[config.mk]
export PLATFORM = sky130hd
export DESIGN_NAME = berger_mem_scrub_ctrl
export DESIGN_NICKNAME = d
export VERILOG_FILES = /design/src/rtl/berger_mem_scrub_ctrl.sv
export SDC_FILE = /design/constraint.sdc
export NUM_CORES = 1
export LEC_CHECK = 0
export CORE_MARGIN = 2
export CORE_UTILIZATION = 45
export CTS_CLUSTER_SIZE = 24
export DETAILED_ROUTE_END_ITERATION = 8
export PLACE_DENSITY = 0.87
export SYNTH_ARGS = -nofsm -noshare
export SYNTH_HDL_FRONTEND = slang
export SYNTH_SLANG_ARGS = --single-unit
[constraint.sdc]
create_clock -name clk -period 2 [get_ports clk]
set_input_delay 0.3 -clock clk [delete_from_list [all_inputs] [get_ports clk]]
set_output_delay 0.3 -clock clk [all_outputs]
set_load 0.02 [all_outputs]
[src/rtl/berger_mem_scrub_ctrl.sv]
`default_nettype none
// ============================================================================
// Module   : berger_mem_scrub_ctrl
// Brief    : Host/scrub sequencer with read retry and error statistics in
//            front of a Berger-coded memory. Define BERGER_SCRUB_EN to build
//            the background scrubber; without it scrub_en is ignored.
// Revision : 1.0  initial release
// ============================================================================
module berger_mem_scrub_ctrl #(
  parameter int DATA_WIDTH     = 8,
  parameter int ADDR_WIDTH     = 4,
  parameter int MAX_RETRY      = 2,
  parameter int SCRUB_INTERVAL = 16,
  parameter int ERR_CNT_WIDTH  = 16
) (
  input  logic                     clk,
  input  logic                     rst,
  input  logic                     host_req,
  input  logic                     host_we,
  input  logic [ADDR_WIDTH-1:0]    host_addr,
  input  logic [DATA_WIDTH-1:0]    host_wdata,
  output logic                     host_ready,
  output logic                     host_rvalid,
  output logic [DATA_WIDTH-1:0]    host_rdata,
  output logic                     host_rerr,
  input  logic                     scrub_en,
  input  logic                     err_clr,
  output logic [ADDR_WIDTH-1:0]    mem_addr,
  output logic [DATA_WIDTH-1:0]    mem_wdata,
  output logic                     mem_wr_en,
  input  logic [DATA_WIDTH-1:0]    mem_rdata,
  input  logic                     mem_err,
  output logic [ERR_CNT_WIDTH-1:0] err_count,
  output logic [ADDR_WIDTH-1:0]    last_err_addr,
  output logic                     err_sticky
);

  localparam int RETRY_W = (MAX_RETRY > 0) ? $clog2(MAX_RETRY + 1) : 1;

  typedef enum logic [1:0] {
    ST_IDLE  = 2'd0,
    ST_WRITE = 2'd1,
    ST_READ  = 2'd2,
    ST_SCRUB = 2'd3
  } state_t;

  state_t                   state_q, state_d;
  logic [ADDR_WIDTH-1:0]    addr_q, addr_d;
  logic [DATA_WIDTH-1:0]    wdata_q, wdata_d;
  logic [RETRY_W-1:0]       retry_q, retry_d;
  logic                     rvalid_q, rvalid_d;
  logic [DATA_WIDTH-1:0]    rdata_q, rdata_d;
  logic                     rerr_q, rerr_d;
  logic [ERR_CNT_WIDTH-1:0] cnt_q, cnt_d;
  logic [ADDR_WIDTH-1:0]    eaddr_q, eaddr_d;
  logic                     sticky_q, sticky_d;
  logic                     rec_fail;

`ifdef BERGER_SCRUB_EN
  localparam int IVL_W = $clog2(SCRUB_INTERVAL + 1);
  logic [ADDR_WIDTH-1:0]    ptr_q, ptr_d;
  logic [IVL_W-1:0]         ivl_q, ivl_d;

  always_ff @(posedge clk or posedge rst) begin
    if (rst) begin
      ptr_q <= '0;
      ivl_q <= IVL_W'(SCRUB_INTERVAL);
    end else begin
      ptr_q <= ptr_d;
      ivl_q <= ivl_d;
    end
  end
`else
  // Scrubber compiled out: its inputs are deliberately sunk here.
  logic scrub_unused;
  assign scrub_unused = scrub_en | (SCRUB_INTERVAL < 1);
`endif

  always_comb begin
    state_d  = state_q;
    addr_d   = addr_q;
    wdata_d  = wdata_q;
    retry_d  = retry_q;
    rvalid_d = 1'b0;
    rdata_d  = rdata_q;
    rerr_d   = rerr_q;
    rec_fail = 1'b0;
`ifdef BERGER_SCRUB_EN
    ptr_d    = ptr_q;
    ivl_d    = ivl_q;
`endif
    case (state_q)
      ST_IDLE: begin
`ifdef BERGER_SCRUB_EN
        if (scrub_en && (ivl_q != '0)) ivl_d = ivl_q - 1'b1;
`endif
        // Host always wins arbitration; a due scrub simply waits at zero.
        if (host_req) begin
          addr_d = host_addr;
          if (host_we) begin
            wdata_d = host_wdata;
            state_d = ST_WRITE;
          end else begin
            retry_d = '0;
            state_d = ST_READ;
          end
        end
`ifdef BERGER_SCRUB_EN
        else if (scrub_en && (ivl_q == '0)) begin
          addr_d  = ptr_q;
          state_d = ST_SCRUB;
        end
`endif
      end
      ST_WRITE: state_d = ST_IDLE;
      ST_READ: begin
        if (!mem_err) begin
          rvalid_d = 1'b1;
          rdata_d  = mem_rdata;
          rerr_d   = 1'b0;
          state_d  = ST_IDLE;
        end else if (retry_q < RETRY_W'(MAX_RETRY)) begin
          retry_d = retry_q + 1'b1;
        end else begin
          rvalid_d = 1'b1;
          rdata_d  = mem_rdata;
          rerr_d   = 1'b1;
          rec_fail = 1'b1;
          state_d  = ST_IDLE;
        end
      end
      ST_SCRUB: begin
`ifdef BERGER_SCRUB_EN
        rec_fail = mem_err;
        ptr_d    = ptr_q + 1'b1;
        ivl_d    = IVL_W'(SCRUB_INTERVAL);
`endif
        state_d  = ST_IDLE;
      end
      default: state_d = ST_IDLE;
    endcase

    cnt_d    = cnt_q;
    eaddr_d  = eaddr_q;
    sticky_d = sticky_q;
    if (err_clr) begin
      cnt_d    = '0;
      eaddr_d  = '0;
      sticky_d = 1'b0;
    end
    // A failure in the same cycle as a clear survives the clear.
    if (rec_fail) begin
      if (err_clr)           cnt_d = ERR_CNT_WIDTH'(1);
      else if (cnt_q != '1)  cnt_d = cnt_q + 1'b1;
      eaddr_d  = addr_q;
      sticky_d = 1'b1;
    end
  end

  always_ff @(posedge clk or posedge rst) begin
    if (rst) begin
      state_q  <= ST_IDLE;
      addr_q   <= '0;
      wdata_q  <= '0;
      retry_q  <= '0;
      rvalid_q <= 1'b0;
      rdata_q  <= '0;
      rerr_q   <= 1'b0;
      cnt_q    <= '0;
      eaddr_q  <= '0;
      sticky_q <= 1'b0;
    end else begin
      state_q  <= state_d;
      addr_q   <= addr_d;
      wdata_q  <= wdata_d;
      retry_q  <= retry_d;
      rvalid_q <= rvalid_d;
      rdata_q  <= rdata_d;
      rerr_q   <= rerr_d;
      cnt_q    <= cnt_d;
      eaddr_q  <= eaddr_d;
      sticky_q <= sticky_d;
    end
  end

  assign host_ready    = (state_q == ST_IDLE);
  assign host_rvalid   = rvalid_q;
  assign host_rdata    = rdata_q;
  assign host_rerr     = rerr_q;
  assign mem_addr      = addr_q;
  assign mem_wdata     = wdata_q;
  assign mem_wr_en     = (state_q == ST_WRITE);
  assign err_count     = cnt_q;
  assign last_err_addr = eaddr_q;
  assign err_sticky    = sticky_q;

endmodule
`default_nettype wire

### After elaboration in Yosys (flattened, before gate mapping)

Index checks and enable logic that the tools add are counted.

| word-level totals | value |
|---|---|
| flip-flop bits (word level) | 47 |
| bits of input ports | 27 |
| output and inout port bits | 45 |
| logic and storage cells | 59 |

| operators by class | value |
|---|---|
| add/subtract/negate cells | 2 |
| magnitude comparators | 1 |
| equality and inequality tests | 10 |
| multiplexer cells | 27 |
| reduce and logical (&&, ||, !) cells | 9 |

Operators by type and width:

| kind | number |
|---|---|
| 16-bit 2-to-1 mux | 4 |
| 16-bit by 1-bit adder with 16-bit output, second input constant | 1 |
| 2-bit 2-to-1 mux | 8 |
| 8-bit 2-to-1 mux | 2 |
| 16-bit != test, second input constant | 1 |
| 2-bit != test, second input constant | 5 |
| 1-bit 2-to-1 mux | 9 |
| 4-bit 2-to-1 mux | 2 |
| 2-bit one-hot mux with 3 select lines | 1 |
| 2-bit AND reduction | 3 |
| 5-bit AND reduction | 1 |
| 2-bit == test, second input constant | 2 |
| 2-bit one-hot mux with 2 select lines | 1 |
| 2-bit nonzero test | 2 |
| 3-bit != test, second input constant | 1 |
| 3-bit AND reduction | 1 |
| 2-bit by 1-bit adder with 2-bit output, second input constant | 1 |
| 2-bit by 1-bit == test with 1-bit output, second input constant | 1 |
| 2-bit logical NOT | 1 |
| 2-bit < comparator, second input constant | 1 |
| 2-bit OR reduction | 1 |

### Longest topological paths before layout

| logic depth | value |
|---|---|
| word-level depth | 5 |
| mapped depth | 6 |
| depth with buffers taken out | 5 |

### Least setup slack after synthesis

OpenSTA, ideal clock, no wires.

| path | value |
|---|---|
| path kind | reg-to-reg |
| start | reg cnt_q[0] (netlist: err_count[0]) |
| end | reg cnt_q[2] (netlist: err_count[2]) |
| library setup time | 0.125 ns |
| arrival time | 1.866 ns |
| data required time | 1.875 ns |
| path slack | 0.010 ns |
| stages on the path, launching flop included | 6 |
| path buffers | 0 |
| period minus slack after synthesis | 1.990 ns |
| path through | dfrtp_1 > ha_1 > nand3_1 > or4_1 > nand3_1 > mux2_2 |

| between the ends | value |
|---|---|
| word-level cells in the longest chain between the ends | 4 |
| elaborated cells between the ends (all ways) | 5 |
| those cells by class | add/sub (1); eq/ne (1); mux (3) |

RTL lines:

| what | RTL line | RTL |
|---|---|---|
| start, declared | 54 | `logic [ERR_CNT_WIDTH-1:0] cnt_q, cnt_d;` |
| start signal, assigned | 180 | `cnt_q <= cnt_d;` |
| 16-bit by 1-bit adder with 16-bit output / 16-bit != test (equally long branches) | 154 | `else if (cnt_q != '1) cnt_d = cnt_q + 1'b1;` |
| 16-bit 2-to-1 mux * | 154 |  |
| 16-bit 2-to-1 mux * | 153 | `if (err_clr) cnt_d = ERR_CNT_WIDTH'(1);` |
| 16-bit 2-to-1 mux * | 152 | `if (rec_fail) begin` |
| net cnt_d[2] | 54 |  |

Mark *: on every way through the listed nets, which the timed path passes. The rest lies on a longest branch.
A chain may end at the register's enable or synchronous reset.

### Final worst setup path

| path | value |
|---|---|
| start | reg cnt_q[0] (netlist: err_count[0]) |
| end | reg cnt_q[15] (netlist: err_count[15]) |

Same word-level chain as after synthesis.

==> flow_metrics.py <==
metrics = {
    "placement": {
        "pre_cts_slack_ps": -24.4,
        "place.gp.congestion": 0.810,
        "place.detailed.hpwl_um": 3680,
        "dp.cells": 318,
        "placed_area_um2": 3030,
        "portBuffers": 70,
    },
    "synth": {
        "synth-edff-count": 0,
        "synth_most_common_cell": "dfrtp_1",
        "yosys.area_share.simple_pct": 19.2,
        "synth_area_leaders": "dfrtp_1 (55%), mux2_2 (12%), nand2_1 (3.0%), a21oi_1 (2.6%), or4_1 (2.4%)",
        "synth_fa_ha_area_share_pct": 0.582,
        "yosysUniqueCellTypes": 45,
        "synth_area_um2": 2150,
        "yosys.area.top_type": "dfrtp_1",
        "yosysWarningCount": 0,
        "ys_ff_latch": 47,
        "synth_compound_area_share_pct": 10.7,
        "yosys-top-cells-count": "dfrtp_1 (47), mux2_2 (23), nand2_1 (17)",
        "syn_nets": 212,
        "synth_top_area_share_pct": 54.7,
        "synth_ff_type": "dfrtp_1",
        "synthArstFlopShare_pct": 100,
        "synth_mux_area_share_pct": 12.5,
        "yosysSeqAreaShare_pct": 54.7,
        "syn_avg_cell_area_um2": 11.7,
        "synth_top_family_by_area": "simple AND/OR/NAND/NOR gates",
        "synthXorXnorAreaFrac_pct": 0,
        "syn_inst": 184,
    },
    "floorplan": {
        "die_h_um": 73.1,
        "core_area_um2": 4660,
        "start_util_pct": 46.1,
        "rows": 25,
        "die_w_um": 73.1,
        "fp.dieArea_um2": 5340,
        "ioPinCount": 72,
    },
    "clocking": {
        "cts_hold_buf": 0,
        "cts_tree": "done",
        "clk_path_buf_depth": 2,
        "clkTransAtPathRegs_ps": 80,
        "cts_buffers": 5,
        "root_buffer": "clkbuf_8",
        "cts_setup_buffers": 0,
        "htreeDepth": 2,
        "cts_sinks": 47,
        "cts_resized": 0,
        "clk_latency_ps": 300,
    },
    "timing": {
        "finClkSkew_ps": 8.15,
        "fmax_mhz": 527,
        "report.final.setup_viol": 0,
        "fin_ws_ps": 101,
        "hold_viol": 0,
        "period_share_pct": 95.0,
        "rsz0062_at_grt": "no",
        "slew_violations": 0,
        "slew_headroom_pct": 71.0,
        "fin_crit_ps": 1900,
        "worstMarginPinSlew_ps": 434,
    },
    "pwr": {
        "p_leak_uw": 0.00134,
        "power_density_nw_per_um2": 953,
        "peakVddDrop_v": 0.000719,
    },
    "layout": {
        "stdcell_area_um2": 3140,
        "nets": 299,
        "fillers": 369,
        "diodes": 0,
        "finalNonFillerCells": 326,
        "area_delta_synth_final_pct": 46.4,
        "final_core_utilization_pct": 67.5,
        "drive_above_1_share_pct": 19.5,
    },
    "worst_setup_path": {
        "crit_fanout": 19,
        "cp-end-kind": "flip-flop",
        "cpMaxStageDelayCell": "or4b_1",
        "critPathRequiredTime_ps": 2180,
        "cp-start-kind": "flip-flop",
        "cp_data_arrival_time_ps": 2080,
        "cpPeakStageDelay_ps": 510,
        "critical_path.cell_chain": "ha_1, nand3_1, buf_4, nor4_4, buf_12, or4b_1, o211a_1",
        "worstSetupPathType": "reg2reg",
    },
    "global_route": {
        "grt_use_total_pct": 20.2,
        "gr-total-overflow": 0,
        "grt_max_degree": 30,
        "antenna_found_initial": 0,
        "grt_pass1_vias": 1876,
        "grt_pass1_wl_um": 8420,
    },
    "detailed_routing": {
        "viasPerCell": 5.64,
        "drt_iter0_drc": 122,
        "via_count": 1839,
        "drc": 0,
        "wl_um": 5050,
        "first_pass_iters": 4,
        "ant_nets": 0,
        "wl_per_cell_um": 15.5,
    },
    "run_status": {
        "status": "finished clean",
    },
    "flow_run": {
        "maxCapViolCount": 0,
    },
    "worst_hold_path": {
        "hp-class": "in2async",
    },
}
where the power goes:
part | leakage [uW] | switching, uW | total (uW) | internal, uW
combinational | 0.000674 | 461 | 1000 | 543
sequential | 0.000607 | 133 | 1280 | 1150
clock | 0.0000612 | 308 | 713 | 405
routing by layer:
metal / global-route usage [%] / vias to the layer above / part of all wire, %
li1: - / 864 / -
met1: 25.2 / 892 / 43
met2: 33.5 / 78 / 48
met3: 6.91 / 5 / 8.5
met4: 5.35 / 0 / 0.95
met5: 0 / - / 0
flip-flops by register name, summed over array words and instances (netlist names):
register / count
last_err_addr: 4
err_count: 16
state_q: 2
host_rerr: 1
retry_q: 2
host_rvalid: 1
err_sticky: 1
host_rdata: 8
mem_wdata: 8
mem_addr: 4
cell usage in the layout, fill, tap and decap left out, drive strengths merged, types with 2 or more instances in the layout:
cell type	synthesis	final
o21ai	6	6
nor2b	2	2
o31a	2	2
or4	7	7
or3	3	3
and4	2	2
a21oi	12	12
nand3	9	9
o31ai	6	6
dfrtp	47	47
and3	3	3
mux2	23	23
clkinv	1	2
and2	2	2
nor4	2	2
nand2b	2	2
inv	5	5
clkdlybuf4s50	0	70
clkbuf	2	6
nor2	5	5
nand2	17	17
buf	3	15
nand4	5	5
through the flow:
step           total power [uW]  hold WS, ps  setup TNS (ps)
2_1_floorplan              1780          397               0
3_3_place_gp               2270          465               0
3_5_place_dp               2310          476           -41.8
4_1_cts                    3030          326               0
5_1_grt                    3140          361               0
6_report                   3000          315               0
layout make-up:
type	count	area, um2	share of cell area (%)
Sequential cell	47	1180	37.4
Multi-Input combinational cell	126	922	29.3
Timing Repair Buffer	85	838	26.7
Clock buffer	6	82.6	2.63
Tap cell	54	67.6	2.15
Clock inverter	2	35.0	1.11
Inverter	6	22.5	0.716
worst paths after layout:
kind / slack [ps] / cells past startpoint / to / from
worst max-delay path: 100 / 7 / err_count[15] / err_count[0]
worst min-delay path: 310 / 2 / host_rdata[4] / rst
worst max register to register: 100 / 7 / err_count[15] / err_count[0]
worst min register to register: 490 / 1 / err_sticky / err_sticky
max in group asynchronous: 1190 / 3 / err_count[10] / rst
min in group clk: 490 / 1 / err_sticky / err_sticky
kinds of logic after synthesis:
logic type	count (synthesis)
flip-flops	47
AO/OA/AOI/OAI	35
buffers and inverters	11
adder cells (fa/ha/maj)	1
multiplexers	24
AND/OR/NAND/NOR	66
critical path, delay by kind of cell (launching register included):
kind	cells	cell delay, ps
buffers and inverters	2	300
flip-flops	1	390
adder cells (fa/ha/maj)	1	230
AO/OA/AOI/OAI	1	140
AND/OR/NAND/NOR	3	720
Power figures use the tool's default switching activity.
